**src/rtl/uart_rx_pkg.sv**
```systemverilog
// Shared UART receiver constants: default widths, frame lengths, nominal prescales
// and the 2-of-3 vote used by the bit sampler.
package uart_rx_pkg;

  localparam int unsigned PRESCALE_W_DEF   = 6;
  localparam int unsigned BIT_CNT_W_DEF    = 4;

  localparam int unsigned FRAME_BITS_NOPAR = 10;
  localparam int unsigned FRAME_BITS_PAR   = 11;

  typedef enum logic [5:0] {
    PRESCALE_X8  = 6'd8,
    PRESCALE_X16 = 6'd16,
    PRESCALE_X32 = 6'd32
  } prescale_e;

  function automatic logic maj3(input logic a, input logic b, input logic c);
    return (a & b) | (b & c) | (a & c);
  endfunction

endpackage

```
**src/rtl/uart_rx_edge_bit_counter.sv**
```systemverilog
// Oversampling edge counter and frame bit counter for the UART RX sampler.
// Clears while EN is low, wraps edges at Prescale-1, saturates the bit count.
module uart_rx_edge_bit_counter
  import uart_rx_pkg::*;
#(
  parameter int unsigned PRESCALE_W = PRESCALE_W_DEF,
  parameter int unsigned BIT_CNT_W  = BIT_CNT_W_DEF
) (
  input  logic                  CLK,
  input  logic                  RST,
  input  logic                  EN,
  input  logic [PRESCALE_W-1:0] Prescale,
  output logic [PRESCALE_W-1:0] edge_cnt,
  output logic [BIT_CNT_W-1:0]  bit_cnt,
  output logic                  bit_done
);

  logic [PRESCALE_W-1:0] edge_max;
  logic                  last_edge;

  always_comb begin
    edge_max  = Prescale - PRESCALE_W'(1);
    last_edge = (edge_cnt == edge_max);
    bit_done  = EN & last_edge;
  end

  always_ff @(posedge CLK or negedge RST) begin
    if (!RST) begin
      edge_cnt <= '0;
      bit_cnt  <= '0;
    end else if (!EN) begin
      edge_cnt <= '0;
      bit_cnt  <= '0;
    end else if (last_edge) begin
      edge_cnt <= '0;
      if (bit_cnt != '1) begin
        bit_cnt <= bit_cnt + BIT_CNT_W'(1);
      end
    end else begin
      edge_cnt <= edge_cnt + PRESCALE_W'(1);
    end
  end

endmodule

```
**src/rtl/uart_rx_bit_sampler.sv**
```systemverilog
// UART RX bit sampler: three mid-bit samples, registered majority vote and strobes.
// Define UART_RX_SYNC_EN to pass RX_IN through a 2-flop synchronizer first.
module uart_rx_bit_sampler
  import uart_rx_pkg::*;
#(
  parameter int unsigned PRESCALE_W = PRESCALE_W_DEF,
  parameter int unsigned BIT_CNT_W  = BIT_CNT_W_DEF
) (
  input  logic                  CLK,
  input  logic                  RST,
  input  logic                  EN,
  input  logic                  RX_IN,
  input  logic [PRESCALE_W-1:0] Prescale,
  output logic                  sampled_bit,
  output logic                  sample_valid,
  output logic [PRESCALE_W-1:0] edge_cnt,
  output logic [BIT_CNT_W-1:0]  bit_cnt,
  output logic                  bit_done
);

  logic                  rx_s;
  logic                  s0, s1, s2;
  logic [PRESCALE_W-1:0] half;
  logic [PRESCALE_W-1:0] pt_s0, pt_s1, pt_s2, pt_vote;

`ifdef UART_RX_SYNC_EN
  logic [1:0] sync_q;

  always_ff @(posedge CLK or negedge RST) begin
    if (!RST) begin
      sync_q <= '1;
    end else begin
      sync_q <= {sync_q[0], RX_IN};
    end
  end

  always_comb rx_s = sync_q[1];
`else
  always_comb rx_s = RX_IN;
`endif

  uart_rx_edge_bit_counter #(
    .PRESCALE_W (PRESCALE_W),
    .BIT_CNT_W  (BIT_CNT_W)
  ) u_counter (
    .CLK      (CLK),
    .RST      (RST),
    .EN       (EN),
    .Prescale (Prescale),
    .edge_cnt (edge_cnt),
    .bit_cnt  (bit_cnt),
    .bit_done (bit_done)
  );

  // Sample points straddle mid-bit; Prescale >= 6 keeps H-2 non-negative.
  always_comb begin
    half    = Prescale >> 1;
    pt_s0   = half - PRESCALE_W'(2);
    pt_s1   = half - PRESCALE_W'(1);
    pt_s2   = half;
    pt_vote = half + PRESCALE_W'(1);
  end

  always_ff @(posedge CLK or negedge RST) begin
    if (!RST) begin
      s0           <= 1'b1;
      s1           <= 1'b1;
      s2           <= 1'b1;
      sampled_bit  <= 1'b1;
      sample_valid <= 1'b0;
    end else if (!EN) begin
      s0           <= 1'b1;
      s1           <= 1'b1;
      s2           <= 1'b1;
      sample_valid <= 1'b0;
    end else begin
      sample_valid <= 1'b0;
      if (edge_cnt == pt_s0) s0 <= rx_s;
      if (edge_cnt == pt_s1) s1 <= rx_s;
      if (edge_cnt == pt_s2) s2 <= rx_s;
      if (edge_cnt == pt_vote) begin
        sampled_bit  <= maj3(s0, s1, s2);
        sample_valid <= 1'b1;
      end
    end
  end

endmodule
```
**config.mk**
```make
export PLATFORM = sky130hd
export DESIGN_NAME = uart_rx_bit_sampler
export DESIGN_NICKNAME = d
export VERILOG_FILES = /design/src/rtl/uart_rx_pkg.sv /design/src/rtl/uart_rx_edge_bit_counter.sv /design/src/rtl/uart_rx_bit_sampler.sv
export SDC_FILE = /design/constraint.sdc
export NUM_CORES = 1
export LEC_CHECK = 0
export ABC_AREA = 1
export BUFFER_PORTS_ARGS = -buffer_cell sky130_fd_sc_hd__buf_2
export CORE_ASPECT_RATIO = 1.1
export CORE_MARGIN = 2
export CORE_UTILIZATION = 53
export CTS_BUF_LIST = sky130_fd_sc_hd__clkbuf_4 sky130_fd_sc_hd__clkbuf_8
export DETAILED_ROUTE_END_ITERATION = 16
export PLACE_DENSITY = 0.75
export SLEW_MARGIN = 20
export SYNTH_ARGS = -nofsm -noshare
export SYNTH_HDL_FRONTEND = slang
export SYNTH_SLANG_ARGS = --single-unit
```
**constraint.sdc**
```tcl
create_clock -name CLK -period 1.5 [get_ports CLK]
set_input_delay 0.3 -clock CLK [delete_from_list [all_inputs] [get_ports CLK]]
set_output_delay 0.3 -clock CLK [all_outputs]
set_load 0.02 [all_outputs]
```
==> results.yml, run 1 <==
status:
  run_status: "complete, but fails checks"
  violations: "setup timing"
setup_path:
  cp_cell_sequence: "inv_2, nand2_2, nand2_2, nand2_2, nand2_1, nand2_1, nor2_2, nand3_2, inv_2, buf_6"
  slowest_stage: "dfrtp_2"
  crit_arrival_ps: 1510
  worstSetupEndpointType: "output port"
  critical_path_buf_inv_count: 3
  max_stage_delay_ps: 450
  cp_data_required_time_ps: 1200
  crit_path_max_fanout: 4
  critPathKind: "register to output port"
  cp_top_family: "simple AND/OR/NAND/NOR gates"
  cp-start-kind: "register"
  cpMostUsedCell: "nand2_2"
clocking:
  root_buffer: "clkbuf_4"
  cts_inserted_buffers: 3
  insertion_delay_ps: 290
  cts_htree_levels: 1
  cts_tree: "built"
  path_clk_slew_ps: 100
  clkSinkCount: 15
  cts.path.max_buffers: 2
floorplanning:
  coreArea_sq_um: 2540
  ios: 23
  die_y_microns: 58.5
  dieWidth_microns: 53.6
  rows: 19
  initial_core_util: 0.563
  die_area_sq_um: 3140
logic_synthesis:
  ys_ff_latch: 15
  synth_fp_nets: 234
  syn_inst: 215
  syn_area_sq_um: 1430
  seq_area_frac_synth: 0.266
  syn_area_per_cell_sq_um: 6.66
  yosys_warnings: 0
  synth_cell_types: 27
placed_design:
  dp_hpwl_microns: 2890
  io_buffer_count: 22
  gp_congestion: 0.908
detailed_routing:
  drc: 0
  dr_wl_met3_microns: 174
  met1_length_microns: 1610
  route.vias.total: 1520
  ant_nets: 0
  wl_per_cell_microns: 11.9
  drtIter0Drc: 34
  viasPerCell: 5.03
  maxUsedRoutingLayer: "met4"
  first_pass_iters: 4
  met2WireLength_microns: 1790
  routed_wl_microns: 3600
sta:
  hold_viol_final: 0
  setup_viol: 1
  final_max_slew_viol_count: 0
  setup_ws_ps: -313
  achievable-frequency_mhz: 551
  finalHoldWorstSlack_ps: 304
  clock_skew_ps: 7.13
  worstMarginPinSlew_ps: 331
  slew-limit-headroom: 0.779
  timing.final.crit_share: 1.21
  rsz0062_at_grt: "true"
  final.min_clock_period_ps: 1810
grt:
  grt_util_all_layers: 0.256
  grt_pass1_vias: 1467
  gr-total-overflow: 0
  antenna_found_initial: 0
  grt_max_degree: 16
  grt_pass1_wl_microns: 6020
power_and_ir_drop:
  power.density_nw_per_um2: 612
  power.leakage_nw: 1.04
  peakVddDrop_mv: 0.670
  p_total_w: 0.00121
layout:
  final_nets: 291
  n_antenna_cell: 0
  nFillCells: 185
  drive_gt1_frac: 0.399
  area_delta_synth_final_pct: 37.8
  final_common_cell: "nand2_1"
  final_cell_mix: "nand2_1, buf_4, nand3_1"
  regArea_sq_um: 383
  multiInputGateArea_sq_um: 1030
hold_path:
  hp-class: "input port to register"
flow_run:
  drv_cap: 0
[worst register-to-register path, stage by stage (launching register included)]
cell     delay, ps
dfrtp_2        450
inv_2           70
nand2_2         60
nand2_2         70
nand2_2         50
nand2_1         60
nand2_1         60
nor2_2         140
buf_4          150
nand3_4         70
nand3_1         70
nand2_1         60
[layout make-up]
class,count,area share
well taps,31,0.0196
clock buffers,3,0.0114
repair buffers,55,0.188
flip-flops and latches,15,0.194
clock inverters,1,0.00253
multi-input cells,167,0.524
inverters,30,0.0608
[synth_stat cells]
cell      number  share of area
nand4_1        5          0.022
nand2_4        1         0.0079
inv_2          4          0.010
ha_1           9          0.079
a21oi_1        1         0.0035
nand2b_1       1         0.0044
buf_4          1         0.0052
inv_1         26          0.068
dfstp_2        4          0.073
nor3_2         1         0.0070
nor3_1         1         0.0035
nor2_2         3          0.013
nand3_2        2          0.014
nand3_1       28          0.098
xor2_1        10          0.061
xnor2_2        1          0.011
nor2_1        21          0.055
nand2_1       68           0.18
xnor2_1        4          0.024
a21oi_4        1          0.011
nand2_2        6          0.026
dfrtp_1       11           0.19
o21ai_0        2         0.0070
buf_2          1         0.0035
maj3_1         1         0.0070
a21oi_2        1         0.0061
buf_6          1         0.0079
[through the flow]
step	setup WS (ps)	cell area (sq um)	std cells	utilization	TNS (ps)
6_report	-313	1970	302	0.776	-313
3_3_place_gp	-250	1830	295	0.718	-1540
5_1_grt	-414	1970	302	0.776	-499
3_5_place_dp	-282	1830	295	0.718	-1790
4_1_cts	-309	1940	305	0.761	-983
2_1_floorplan	-9.15	1480	215	-	-9.15
[path summary, 6_finish.rpt]
check	start	slack, ps	to	depth (start not counted)
worst max-delay path	u_counter.edge_cnt[4]	-310	bit_done	10
worst max register to register	u_counter.edge_cnt[4]	80	u_counter.bit_cnt[1]	11
worst min-delay path	RX_IN	300	s0	3
worst min register to register	sampled_bit	490	sampled_bit	2
max in group asynchronous	RST	780	s0	2
min in group asynchronous	RST	430	sample_valid	2
[per-layer routing]
layer	track usage	vias up
met5	0	-
met1	0.330	689
li1	-	789
met4	0.0513	0
met3	0.0584	4
met2	0.436	38
[sequential cells by signal, summed over array words and instances, names as in the netlist]
| signal | flops |
|---|---|
| s0 | 1 |
| s2 | 1 |
| u_counter.bit_cnt | 4 |
| u_counter.edge_cnt | 6 |
| sample_valid | 1 |
| s1 | 1 |
| sampled_bit | 1 |
[where the power goes]
group | internal (W) | switching (W) | total, W
combinational | 0.000198 | 0.000292 | 0.000490
clock | 0.0000991 | 0.000136 | 0.000235
sequential | 0.000454 | 0.0000278 | 0.000482
total | 0.000751 | 0.000456 | 0.00121
[cell families after synthesis]
kind of cell	Yosys count	synth area share
xor+xnor	15	0.0969
fa+ha+maj	10	0.0856
buf+inv	33	0.0952
compound gates	5	0.0279
flops	15	0.265
simple gates	137	0.429
[what timing repair did]
action                                  in CTS  in global routing
hold buffers                                 1                  0
cloned                                       0                  0
endpoints found under the setup margin       1                 14
setup buffers                                5                  2
gates resized for setup                      9                 19
hold endpoints to repair                    11                  0
pin swaps                                    6                 17
No activity file was read; power rests on OpenSTA's default activity.
==> inputs of run 2 (changes only) <==
--- a/config.mk
+++ b/config.mk
@@ -16,4 +16,5 @@
 export SLEW_MARGIN = 20
 export SYNTH_ARGS = -nofsm -noshare
 export SYNTH_HDL_FRONTEND = slang
+export SYNTH_HIERARCHICAL = 1
 export SYNTH_SLANG_ARGS = --single-unit
==> run 2 against run 1 <==
The run still ends with setup timing left. Clock skew increased by 1.3 ps. Largest cell class unchanged. Synthesized area up 3.4%. Clock-buffer cell count did not move. Design area is 1.0% lower. Critical endpoint unchanged. Sequential power barely moved.
==> results.yml, run 2 <==
clocking:
  path_clk_slew_ps: 90
  cts_inserted_buffers: 3
  cts.path.max_buffers: 2
  insertion_delay_ps: 290
  cts_htree_levels: 1
  cts_tree: "built"
  root_buffer: "clkbuf_4"
  clkSinkCount: 15
logic_synthesis:
  synth_edf_count: 0
  yosys_warnings: 6
  ys_async_sr_fraction: 1.00
  syn_area_per_cell_sq_um: 6.00
  synth_fp_nets: 265
  syn_area_sq_um: 1480
  synth_cell_types: 21
  syn_inst: 247
  synth_top_area_cell: "nand2_1"
  synth_flop_cell: "dfrtp_1"
  synth_top_cell_area_share: 0.248
  ys_ff_latch: 15
  yosysMostFrequentCell: "nand2_1"
  synthTopCellsByCount: "nand2_1, inv_1, nor2_1, nand3_1, dfrtp_1"
  ys_top_cells_by_area: "nand2_1, dfrtp_1, nand3_1"
  seq_area_frac_synth: 0.257
detailed_routing:
  drc: 0
  first_pass_iters: 4
  viasPerCell: 4.88
  wl_per_cell_microns: 10.5
  ant_nets: 0
  routed_wl_microns: 3500
  route.vias.total: 1621
  drtIter0Drc: 48
setup_path:
  crit_path_max_fanout: 2
  critPathKind: "register to output port"
  crit_arrival_ps: 1470
  r2r-end: "u_counter/bit_cnt[2]"
  cp_data_required_time_ps: 1200
  worstSetupEndpointType: "output port"
  reg2reg_depth: 9
  reg2reg_from: "u_counter/edge_cnt[5]"
  cp-start-kind: "register"
  reg2reg_slack_ps: -50
status:
  violations: "setup timing"
  run_status: "complete, but fails checks"
placed_design:
  dp_hpwl_microns: 2860
  io_buffer_count: 22
  place_ws_ps: -335
  gp_congestion: 0.896
  placed_cells: 322
sta:
  final.min_clock_period_ps: 1770
  final_max_slew_viol_count: 0
  setup_viol: 5
  finalHoldWorstSlack_ps: 279
  timing.final.crit_share: 1.18
  hold_viol_final: 0
  clock_skew_ps: 8.38
  worstMarginPinSlew_ps: 316
  setup_ws_ps: -266
  slew-limit-headroom: 0.789
  achievable-frequency_mhz: 566
  rsz0062_at_grt: "true"
power_and_ir_drop:
  power.switching_w: 0.000434
  power.density_nw_per_um2: 597
  pwr-share-comb: 0.395
  p_total_w: 0.00117
  power_frac_seq: 0.413
  peakVddDrop_mv: 0.740
  power.leakage_nw: 1.10
  power_frac_clock: 0.192
  p_sw_frac: 0.371
  power.internal_w: 0.000734
layout:
  area_delta_synth_final_pct: 31.9
  largest-register: "u_counter/edge_cnt"
  final_cell_mix: "nand2_1, nor2_1, inv_1"
  finalNonFillerCells: 332
  drive_gt1_frac: 0.288
  top_regs: "u_counter/edge_cnt (6), u_counter/bit_cnt (4)"
  nFillCells: 232
  final_nets: 318
  final_common_cell: "nand2_1"
  largest_reg_flops: 6
  n_antenna_cell: 0
floorplanning:
  ios: 23
  die_area_sq_um: 3230
  dieWidth_microns: 54.4
  rows: 20
  initial_core_util: 0.548
  die_y_microns: 59.5
  coreArea_sq_um: 2700
hold_path:
  hp-class: "input port to register"
  hold_depth: 3
  hold_end: "s0"
  hp-start: "RX_IN"
grt:
  grt_pass1_vias: 1408
  grt_pass1_wl_microns: 5650
  grt_max_degree: 16
  grt_util_all_layers: 0.238
  gr-total-overflow: 0
  antenna_found_initial: 0
flow_run:
  drv_cap: 0
run 2: cell types whose count changed after synthesis, sizes merged, moves of 3 or more:
cell	delta
xnor2	-3
xor2	-5
nor2	+13
nand2	+27
a21oi	-3
inv	+9
run 2: worst max-delay path by stage:
stage                          startpoint        to  slack, ps  cells after the start
floorplan                     Prescale[0]  bit_done        -60                     10
global placement              Prescale[0]  bit_done       -310                     12
detailed placement            Prescale[0]  bit_done       -340                     12
CTS                 u_counter/edge_cnt[2]  bit_done       -260                      8
global route        u_counter/edge_cnt[4]  bit_done       -350                     10
finish              u_counter/edge_cnt[5]  bit_done       -270                      6
run 2: cells by family (layout without fill, tap and decap cells):
kind of cell             Yosys count  count (layout)  synth area share
AO/OA/AOI/OAI                      1               1           0.00338
XOR/XNOR                           7               7            0.0414
adder cells (fa/ha/maj)            9               9            0.0743
buffers and inverters             40              92             0.106
flip-flops                        15              15             0.257
AND/OR/NAND/NOR                  175             175             0.518
run 2: power by group through the flow:
stage / Sequential [W] / Clock, W / Combinational, W
2_1_floorplan: 0.000533 / 0 / 0.000233
3_3_place_gp: 0.000488 / 0 / 0.000429
3_5_place_dp: 0.000490 / 0 / 0.000437
4_1_cts: 0.000483 / 0.000232 / 0.000450
5_1_grt: 0.000488 / 0.000248 / 0.000521
6_report: 0.000482 / 0.000224 / 0.000461
run 2: through the flow:
| step | area, sq um | util | setup TNS (ps) |
|---|---|---|---|
| after floorplan | 1520 | - | -56.0 |
| after global placement | 1820 | 0.673 | -2600 |
| after detailed placement | 1820 | 0.673 | -3000 |
| after CTS | 1900 | 0.703 | -262 |
| after global routing | 1950 | 0.723 | -795 |
| final | 1950 | 0.723 | -421 |
run 2: layout make-up:
class                   instances  area (sq um)  share of cell area
inverters                      39           161              0.0826
well taps                      33          41.3              0.0211
multi-input cells             192          1000               0.513
clock inverters                 1          5.00             0.00256
clock buffers                   3          22.5              0.0115
flip-flops and latches         15           382               0.195
repair buffers                 49           340               0.174
run 2: metal layers:
metal	up-vias	track usage	routed length (microns)
met4	0	0.0679	51
met3	6	0.0480	111
met5	-	0	0
met2	31	0.418	1750
met1	726	0.287	1590
li1	858	-	-
run 2: what timing repair did:
action                                  in CTS  in global routing
setup buffers                                2                  4
hold buffers                                 1                  0
pin swaps                                   10                  2
endpoints found under the setup margin       1                  8
gates resized for setup                      9                  8
endpoints found under the hold margin       11                  0
run 2: worst max-delay path, cell delays in order, from the launching register on:
cell and delay [ps]:
dfrtp_1 420, xnor2_2 210, o21ai_0 140, nand2_2 120, nand3_4 100, nor2_4 90, buf_6 110
